==> config.mk <==
export PLATFORM = sky130hd
export DESIGN_NAME = seg_disp_arb
export DESIGN_NICKNAME = d
export VERILOG_FILES = /design/src/rtl/seg_disp_arb.sv
export SDC_FILE = /design/constraint.sdc
export NUM_CORES = 1
export LEC_CHECK = 0
export ABC_AREA = 1
export CAP_MARGIN = 20
export CORE_ASPECT_RATIO = 1.2
export CORE_MARGIN = 4
export CORE_UTILIZATION = 50
export CTS_BUF_LIST = sky130_fd_sc_hd__clkbuf_4 sky130_fd_sc_hd__clkbuf_8
export DETAILED_ROUTE_END_ITERATION = 16
export PLACE_DENSITY_LB_ADDON = 0.1
export SLEW_MARGIN = 5
export SYNTH_ARGS = -nofsm -noshare
export SYNTH_HDL_FRONTEND = slang
export SYNTH_SLANG_ARGS = --single-unit
export TNS_END_PERCENT = 50
==> constraint.sdc <==
create_clock -name clk190hz -period 3.8 [get_ports clk190hz]
set_input_delay 0.57 -clock clk190hz [delete_from_list [all_inputs] [get_ports clk190hz]]
set_output_delay 0.57 -clock clk190hz [all_outputs]
set_load 0.03 [all_outputs]
==> src/rtl/seg_disp_arb.sv <==
// seg_disp_arb: chooses what the 4-digit seven-segment scanner shows.
// Sources are the live elevator status, one-shot requester messages
// (held for HOLD_TICKS cycles, optionally blinking) and an alarm code
// that pre-empts everything. All outputs are registered.
module seg_disp_arb #(
  parameter int          HOLD_TICKS = 380,
  parameter int          BLINK_HALF = 48,
  parameter logic [3:0]  BLINK_CODE = 4'd15
) (
  input  logic        clk190hz,
  input  logic        rst_n,
  input  logic [3:0]  st_floor,
  input  logic [3:0]  st_status,
  input  logic [3:0]  st_pstate,
  input  logic [3:0]  st_door,
  input  logic        msg_req,
  input  logic [15:0] msg_data,
  input  logic        msg_urgent,
  output logic        msg_ack,
  output logic        msg_busy,
  input  logic        alarm,
  input  logic [3:0]  alarm_code,
  output logic [3:0]  floor,
  output logic [3:0]  status,
  output logic [3:0]  pstate,
  output logic [3:0]  door,
  output logic [1:0]  page
);

  typedef enum logic [1:0] {
    S_LIVE  = 2'd0,
    S_MSG   = 2'd1,
    S_ALARM = 2'd2
  } state_t;

  localparam int TW = $clog2(HOLD_TICKS);
  localparam int BW = $clog2(BLINK_HALF + 1);
  localparam logic [TW-1:0] TIMER_LAST = TW'(HOLD_TICKS - 1);
  localparam logic [BW-1:0] BLINK_LAST = BW'(BLINK_HALF - 1);

  state_t        r_state;
  logic [TW-1:0] r_timer;
  logic [BW-1:0] r_blink_cnt;
  logic          r_phase;
  logic [15:0]   r_msg_data;
  logic          r_msg_urgent;
  logic          r_ack;
  logic [15:0]   r_digits;

  state_t        w_state_next;
  logic [TW-1:0] w_timer_next;
  logic [BW-1:0] w_blink_cnt_next;
  logic          w_phase_next;
  logic [15:0]   w_msg_data_next;
  logic          w_msg_urgent_next;
  logic          w_ack_next;
  logic [15:0]   w_digits_next;

  logic [15:0]   w_live_word;
  logic [15:0]   w_alarm_word;
  logic [15:0]   w_blink_word;
  logic          w_blink_wrap;
  logic [BW-1:0] w_blink_cnt_adv;
  logic          w_phase_adv;

  assign w_live_word = {st_floor, st_status, st_pstate, st_door};

  // Replicate the alarm code and blink code across all four digits.
  genvar gi;
  generate
    for (gi = 0; gi < 4; gi++) begin : g_digit_fill
      assign w_alarm_word[gi*4 +: 4] = alarm_code;
      assign w_blink_word[gi*4 +: 4] = BLINK_CODE;
    end
  endgenerate

  // Blink counter advance: wrap at the half-period and flip the phase.
  assign w_blink_wrap    = (r_blink_cnt == BLINK_LAST);
  assign w_blink_cnt_adv = w_blink_wrap ? '0 : r_blink_cnt + BW'(1);
  assign w_phase_adv     = r_phase ^ w_blink_wrap;

  // Next-state and next-output decode; alarm always wins, then requests.
  always_comb begin
    w_state_next      = r_state;
    w_timer_next      = r_timer;
    w_blink_cnt_next  = r_blink_cnt;
    w_phase_next      = r_phase;
    w_msg_data_next   = r_msg_data;
    w_msg_urgent_next = r_msg_urgent;
    w_ack_next        = 1'b0;
    w_digits_next     = w_live_word;
    case (r_state)
      S_LIVE: begin
        w_timer_next     = '0;
        w_blink_cnt_next = '0;
        w_phase_next     = 1'b0;
        if (alarm) begin
          w_state_next  = S_ALARM;
          w_digits_next = w_alarm_word;
        end else if (msg_req) begin
          w_state_next      = S_MSG;
          w_msg_data_next   = msg_data;
          w_msg_urgent_next = msg_urgent;
          w_ack_next        = 1'b1;
          w_digits_next     = msg_data;
        end
      end
      S_MSG: begin
        if (alarm) begin
          // Message is dropped for good; alarm blink starts fresh.
          w_state_next     = S_ALARM;
          w_timer_next     = '0;
          w_blink_cnt_next = '0;
          w_phase_next     = 1'b0;
          w_digits_next    = w_alarm_word;
        end else if (r_timer == TIMER_LAST) begin
          w_state_next     = S_LIVE;
          w_timer_next     = '0;
          w_blink_cnt_next = '0;
          w_phase_next     = 1'b0;
        end else begin
          w_timer_next     = r_timer + TW'(1);
          w_blink_cnt_next = w_blink_cnt_adv;
          w_phase_next     = w_phase_adv;
          w_digits_next    = (r_msg_urgent && w_phase_adv) ? w_blink_word : r_msg_data;
        end
      end
      S_ALARM: begin
        if (!alarm) begin
          w_state_next     = S_LIVE;
          w_timer_next     = '0;
          w_blink_cnt_next = '0;
          w_phase_next     = 1'b0;
        end else begin
          w_blink_cnt_next = w_blink_cnt_adv;
          w_phase_next     = w_phase_adv;
          w_digits_next    = w_phase_adv ? w_blink_word : w_alarm_word;
        end
      end
      default: begin
        w_state_next     = S_LIVE;
        w_timer_next     = '0;
        w_blink_cnt_next = '0;
        w_phase_next     = 1'b0;
      end
    endcase
  end

  // State, counters, latched message and registered display outputs.
  always_ff @(posedge clk190hz or negedge rst_n) begin
    if (!rst_n) begin
      r_state      <= S_LIVE;
      r_timer      <= '0;
      r_blink_cnt  <= '0;
      r_phase      <= 1'b0;
      r_msg_data   <= '0;
      r_msg_urgent <= 1'b0;
      r_ack        <= 1'b0;
      r_digits     <= '0;
    end else begin
      r_state      <= w_state_next;
      r_timer      <= w_timer_next;
      r_blink_cnt  <= w_blink_cnt_next;
      r_phase      <= w_phase_next;
      r_msg_data   <= w_msg_data_next;
      r_msg_urgent <= w_msg_urgent_next;
      r_ack        <= w_ack_next;
      r_digits     <= w_digits_next;
    end
  end

  assign floor    = r_digits[15:12];
  assign status   = r_digits[11:8];
  assign pstate   = r_digits[7:4];
  assign door     = r_digits[3:0];
  assign msg_ack  = r_ack;
  assign msg_busy = (r_state != S_LIVE);
  assign page     = r_state;

endmodule

# Word-level counts from Yosys, hierarchy flattened
# Cells that the tools add are included.
[op_classes] add_sub_neg=2 n_mul=0 n_div=0 order_cmp=0 n_eq_ne=7 n_shift=0 n_mux=30 n_bitwise=2 reduce_logical=5
[ops] operator="2-to-1 mux 16 bit" n=7
[ops] operator="case mux 16 bit (3 select lines)" n=1
[ops] operator="2-to-1 mux 9 bit" n=3
[ops] operator="2-to-1 mux 6 bit" n=4
[ops] operator="case mux 9 bit (2 select lines)" n=1
[ops] operator="case mux 6 bit (2 select lines)" n=1
[ops] operator="2-to-1 mux 2 bit" n=5
[ops] operator="adder 9 x 1 -> 9 bit (second input constant)" n=1
[ops] operator="equality test 9 bit (second input constant)" n=1
[ops] operator="adder 6 x 1 -> 6 bit (second input constant)" n=1
[ops] operator="equality test 6 bit (second input constant)" n=1
[ops] operator="2-to-1 mux 1 bit" n=6
[ops] operator="inequality test 3 bit (second input constant)" n=2
[ops] operator="case mux 2 bit (3 select lines)" n=1
[ops] operator="AND reduction 3 bit" n=2
[ops] operator="equality test 2 x 1 -> 1 bit (second input constant)" n=1
[ops] operator="equality test 2 bit (second input constant)" n=1
[ops] operator="zero test 2 bit" n=1
[ops] operator="inequality test 2 bit (second input constant)" n=1
[ops] operator="case mux 1 bit (2 select lines)" n=1
[ops] operator="nonzero test 2 bit" n=1
[ops] operator="logical AND 1 bit" n=1
[ops] operator="NOT 1 bit" n=1
[ops] operator="bitwise XOR 1 bit" n=1
[totals] register_bits=52 latchBits=0 ramBits=0 mem_bits_ro=0 in_bits=41 output_inout_bits=20 elab_cells=54 n_memories=0

# Longest topological paths before layout
[depth] depth_word=7 mapped_depth=12 mapped_depth_nobuf=11

# Least setup slack after synthesis
# Ideal clock, no wire load.
[synth_timing] path_kind="flip-flop to flip-flop" from="reg r_state[0] (netlist: page[0])" to="reg r_digits[11]" arrival_ps=1655 slack_ps=2032 path_stages_with_launch=10 period_less_slack_ps=1768 cell_sequence="dfrtp_1 > inv_1 > ha_1 > inv_1 > clkbuf_1 > nor2_1 > a21oi_1 > nand3_1 > nand2_1 > inv_1"
[synth_via] elab_chain_cells=2
[synth_rtl] element="start: declaration" line="41" source="state_t r_state;"
[synth_rtl] element="start signal: assignment" line="161" source="r_state <= w_state_next;"
[synth_rtl] element="equality test 2 bit, or another cell as far along" line="92" source="case (r_state)"
[synth_rtl] element="case mux 16 bit (3 select lines) *" line="92"
[synth_rtl] element="net w_digits_next[11]" line="57" source="logic [15:0] w_digits_next;"
[synth_rtl] element="end signal: assignment" line="168" source="r_digits <= w_digits_next;"
[synth_rtl] element="end: declaration" line="48" source="logic [15:0] r_digits;"
# Mark *: on every way through the listed nets, which the timed path passes. The rest lies on a longest branch.
# A chain may end at the register's enable or synchronous reset.

# Worst setup path in the final report
[layout_timing] from="reg r_state[1] (netlist: page[1])" to="out msg_busy"
[layout_via] elab_chain_cells=1
[layout_rtl] element="nonzero test 2 bit" line="177" source="assign msg_busy = (r_state != S_LIVE);"
[layout_rtl] element="end: declaration" line="20" source="output logic msg_busy,"
# Every way passes these cells.

==> reports/summary.txt <==
Outcome: finished clean
Residual DRC count: 0
Arr. time, crit path: 2410 ps
Crit-path max cell delay: 690 ps
Wire per inst: 13.6 um
CTS H-Tree Depth: 2
Crit path cell chain: inv_1, ha_1, clkinv_1, clkdlybuf4s50_1
Drt initial violations: 247
Hold Crit Class: input port to asynchronous set/reset pin
P_int: 1.40 mW
Area of the core: 0.00645 mm^2
Filler cell count in the final layout: 579
Register bit count reported by yosys: 52
Rows: 32
Syn Area/Cell: 6.95 um^2
WL met1: 3.70 mm
I/O pins: 61
Met3 wire length: 464 um
Synth warn: 0
Grt total ovfl: 0
Setup skew after layout: 6.23 ps
Fin crit share: 78.5%
Avg Vias per Cell: 5.07
Total CTS buffers: 5
Diodes inserted: 0
CP max stage cell: clkdlybuf4s50_1
Die area: 0.00802 mm^2
Post-synthesis cell type count: 36
TritonCTS clock tree: done
First-pass GRT wire length: 13.8 mm
CP endpoint kind: output port
Vias: 3146
Comb pwr share: 49.4%
Root buf cell: clkbuf_8
Startpoint types: flop
Worst slew margin: 32.8%
Pwr Density: 595 mW/mm^2
WL met2: 4.23 mm
Area grow syn2layout: 22.7%
Syn_nets: 525
FF+latch area: 0.00130 mm^2
WP data required: 3230 ps
Sw Pwr: 1.02 mW
Final min period: 2980 ps
Slew Limit Fails: 0
Leakage: 2.05 nW
Switching Share: 42.1%
Placed inst area: 0.00397 mm^2
Number of global-route vias before repair: 2885
Layout Cells excl Fill: 620
Clk pwr share: 16.0%
Sequential power share: 34.6%
Sequential cell area fraction in the yosys report: 39.2%
Design Area, Final: 0.00408 mm^2
Placed insts: 612
Number of I/O port buffers: 60
Max layer used: met4
Setup TNS: 0 ps
Clk_lat worst skew: 310 ps
Final hold viol count: 0
DIE HEIGHT: 97.3 um
Final setup viols: 0
Hold slack: 232 ps
Die Wd: 82.4 um
Syn Inst Count: 478
Post-CTS setup buffer count: 0
Final Power: 2.43 mW
Largest net degree at the start of global routing: 33
Initial cell density of the core: 51.5%
Post-CTS Hold Buffers: 0
CP Max Fanout: 12
Share of cells above drive strength 1: 10.5%
CTS sink count: 52
DRT Wirelength: 8.45 mm
Final ANT Viol Nets: 0
Max IR drop VDD: 0.299 mV
Multi-input logic area: 0.00170 mm^2
Tightest Pin Transition: 1010 ps
Total Routing Usage GR: 21.7%
Post_cts resized: 0
Fmax achieved: 0.335 GHz
Initial antenna violation count: 0
DR pass1 iterations: 6
GPL Wtd Cong: 0.819
RSZ-0062 raised after global routing: false
Max Cap Violations: 0
CP Class: flop to output port
Layout Nets: 581
Clock transition at path regs: 100 ps
Post-Syn Area: 0.00332 mm^2
Hpwl dp: 6.01 mm
Bufs on Longest Clock Path: 2
[final timing paths]
path                                start             end  slack (ps)  cells after the start
min in group clk190hz      r_blink_cnt[0]  r_blink_cnt[0]         470                      1
setup reg to reg                  page[1]     r_digits[5]        1370                     10
hold / removal                      rst_n    r_digits[13]         230                      1
max in group asynchronous           rst_n     r_digits[4]        2760                      2
hold reg to reg            r_blink_cnt[0]  r_blink_cnt[0]         470                      1
setup / recovery                  page[1]        msg_busy         820                      4
[layout make-up]
class,count,share of cell area [%]
inverter,64,5.95
sequential,52,31.9
multi-input combinational,348,41.6
timing repair buffer,63,15.2
clock inverter,3,1.04
clock buffer,5,1.69
tap,85,2.61
[placed cells by master, fill, tap and decap left out, drive strengths merged, types with 5 or more instances in the layout]
cell and instances:
nor3 13, a31oi 6, or2 14, ha 6, clkbuf 5, inv 61, nand2 119, nand3 40
a21oi 20, dfrtp 52, clkdlybuf4s50 59, nor2 98, o21ai 24
[routing by layer]
| metal | GRT usage, % | vias up |
|---|---|---|
| li1 | - | 1598 |
| met1 | 30.1 | 1444 |
| met2 | 35.6 | 99 |
| met3 | 3.43 | 5 |
| met4 | 4.09 | 0 |
| met5 | 0 | - |
[worst max-delay path, delay by kind of cell, from the launching register on]
family                     cells  cell delay (ps)
DFF                            1              440
adders and majority gates      1              470
buffers and inverters          3             1170
[per-stage QoR]
stage          util (%)  setup slack, ps
2_1_floorplan         -             2030
3_3_place_gp       61.5             1220
3_5_place_dp       61.5             1200
4_1_cts            63.3              827
5_1_grt            63.3              635
6_report           63.3              817
[power by group through the flow]
stage / Clock, mW / Sequential [mW] / Combinational [mW]
3_3_place_gp: 0 / 0.852 / 1.18
3_5_place_dp: 0 / 0.850 / 1.19
5_1_grt: 0.424 / 0.863 / 1.33
2_1_floorplan: 0 / 1.03 / 0.598
4_1_cts: 0.402 / 0.840 / 1.20
6_report: 0.388 / 0.840 / 1.20
[cells in the mapped netlist, drive strengths merged]
master	count	area share, %
nand4	1	0.19
o21ai	24	3.7
clkbuf	5	0.57
xor2	4	1.1
a21oi	20	3.9
nor3	13	2.1
nor2	98	12
nand3	40	6.3
o211ai	1	0.23
nand2	119	15
clkinv	3	0.34
dfrtp	52	39
inv	61	7.0
or2	14	2.6
mux2i	1	0.30
ha	6	2.3
nor3b	1	0.23
buf	9	1.8
a31oi	6	1.1
[cell families after synthesis]
kind of cell    after synthesis  synth area share (%)
fa+ha+maj                     6                  2.26
compound gates               51                  9.00
simple gates                286                  38.5
mux                           1                 0.301
buf+inv                      78                  9.72
flops                        52                  39.2
xor+xnor                      4                  1.05
[flip-flops by register name (all words and copies together), names as in the netlist]
signal        cells
r_digits         16
page              2
r_msg_urgent      1
r_phase           1
r_msg_data       16
r_blink_cnt       6
r_timer           9
msg_ack           1
(Power assumes the default switching activity.)
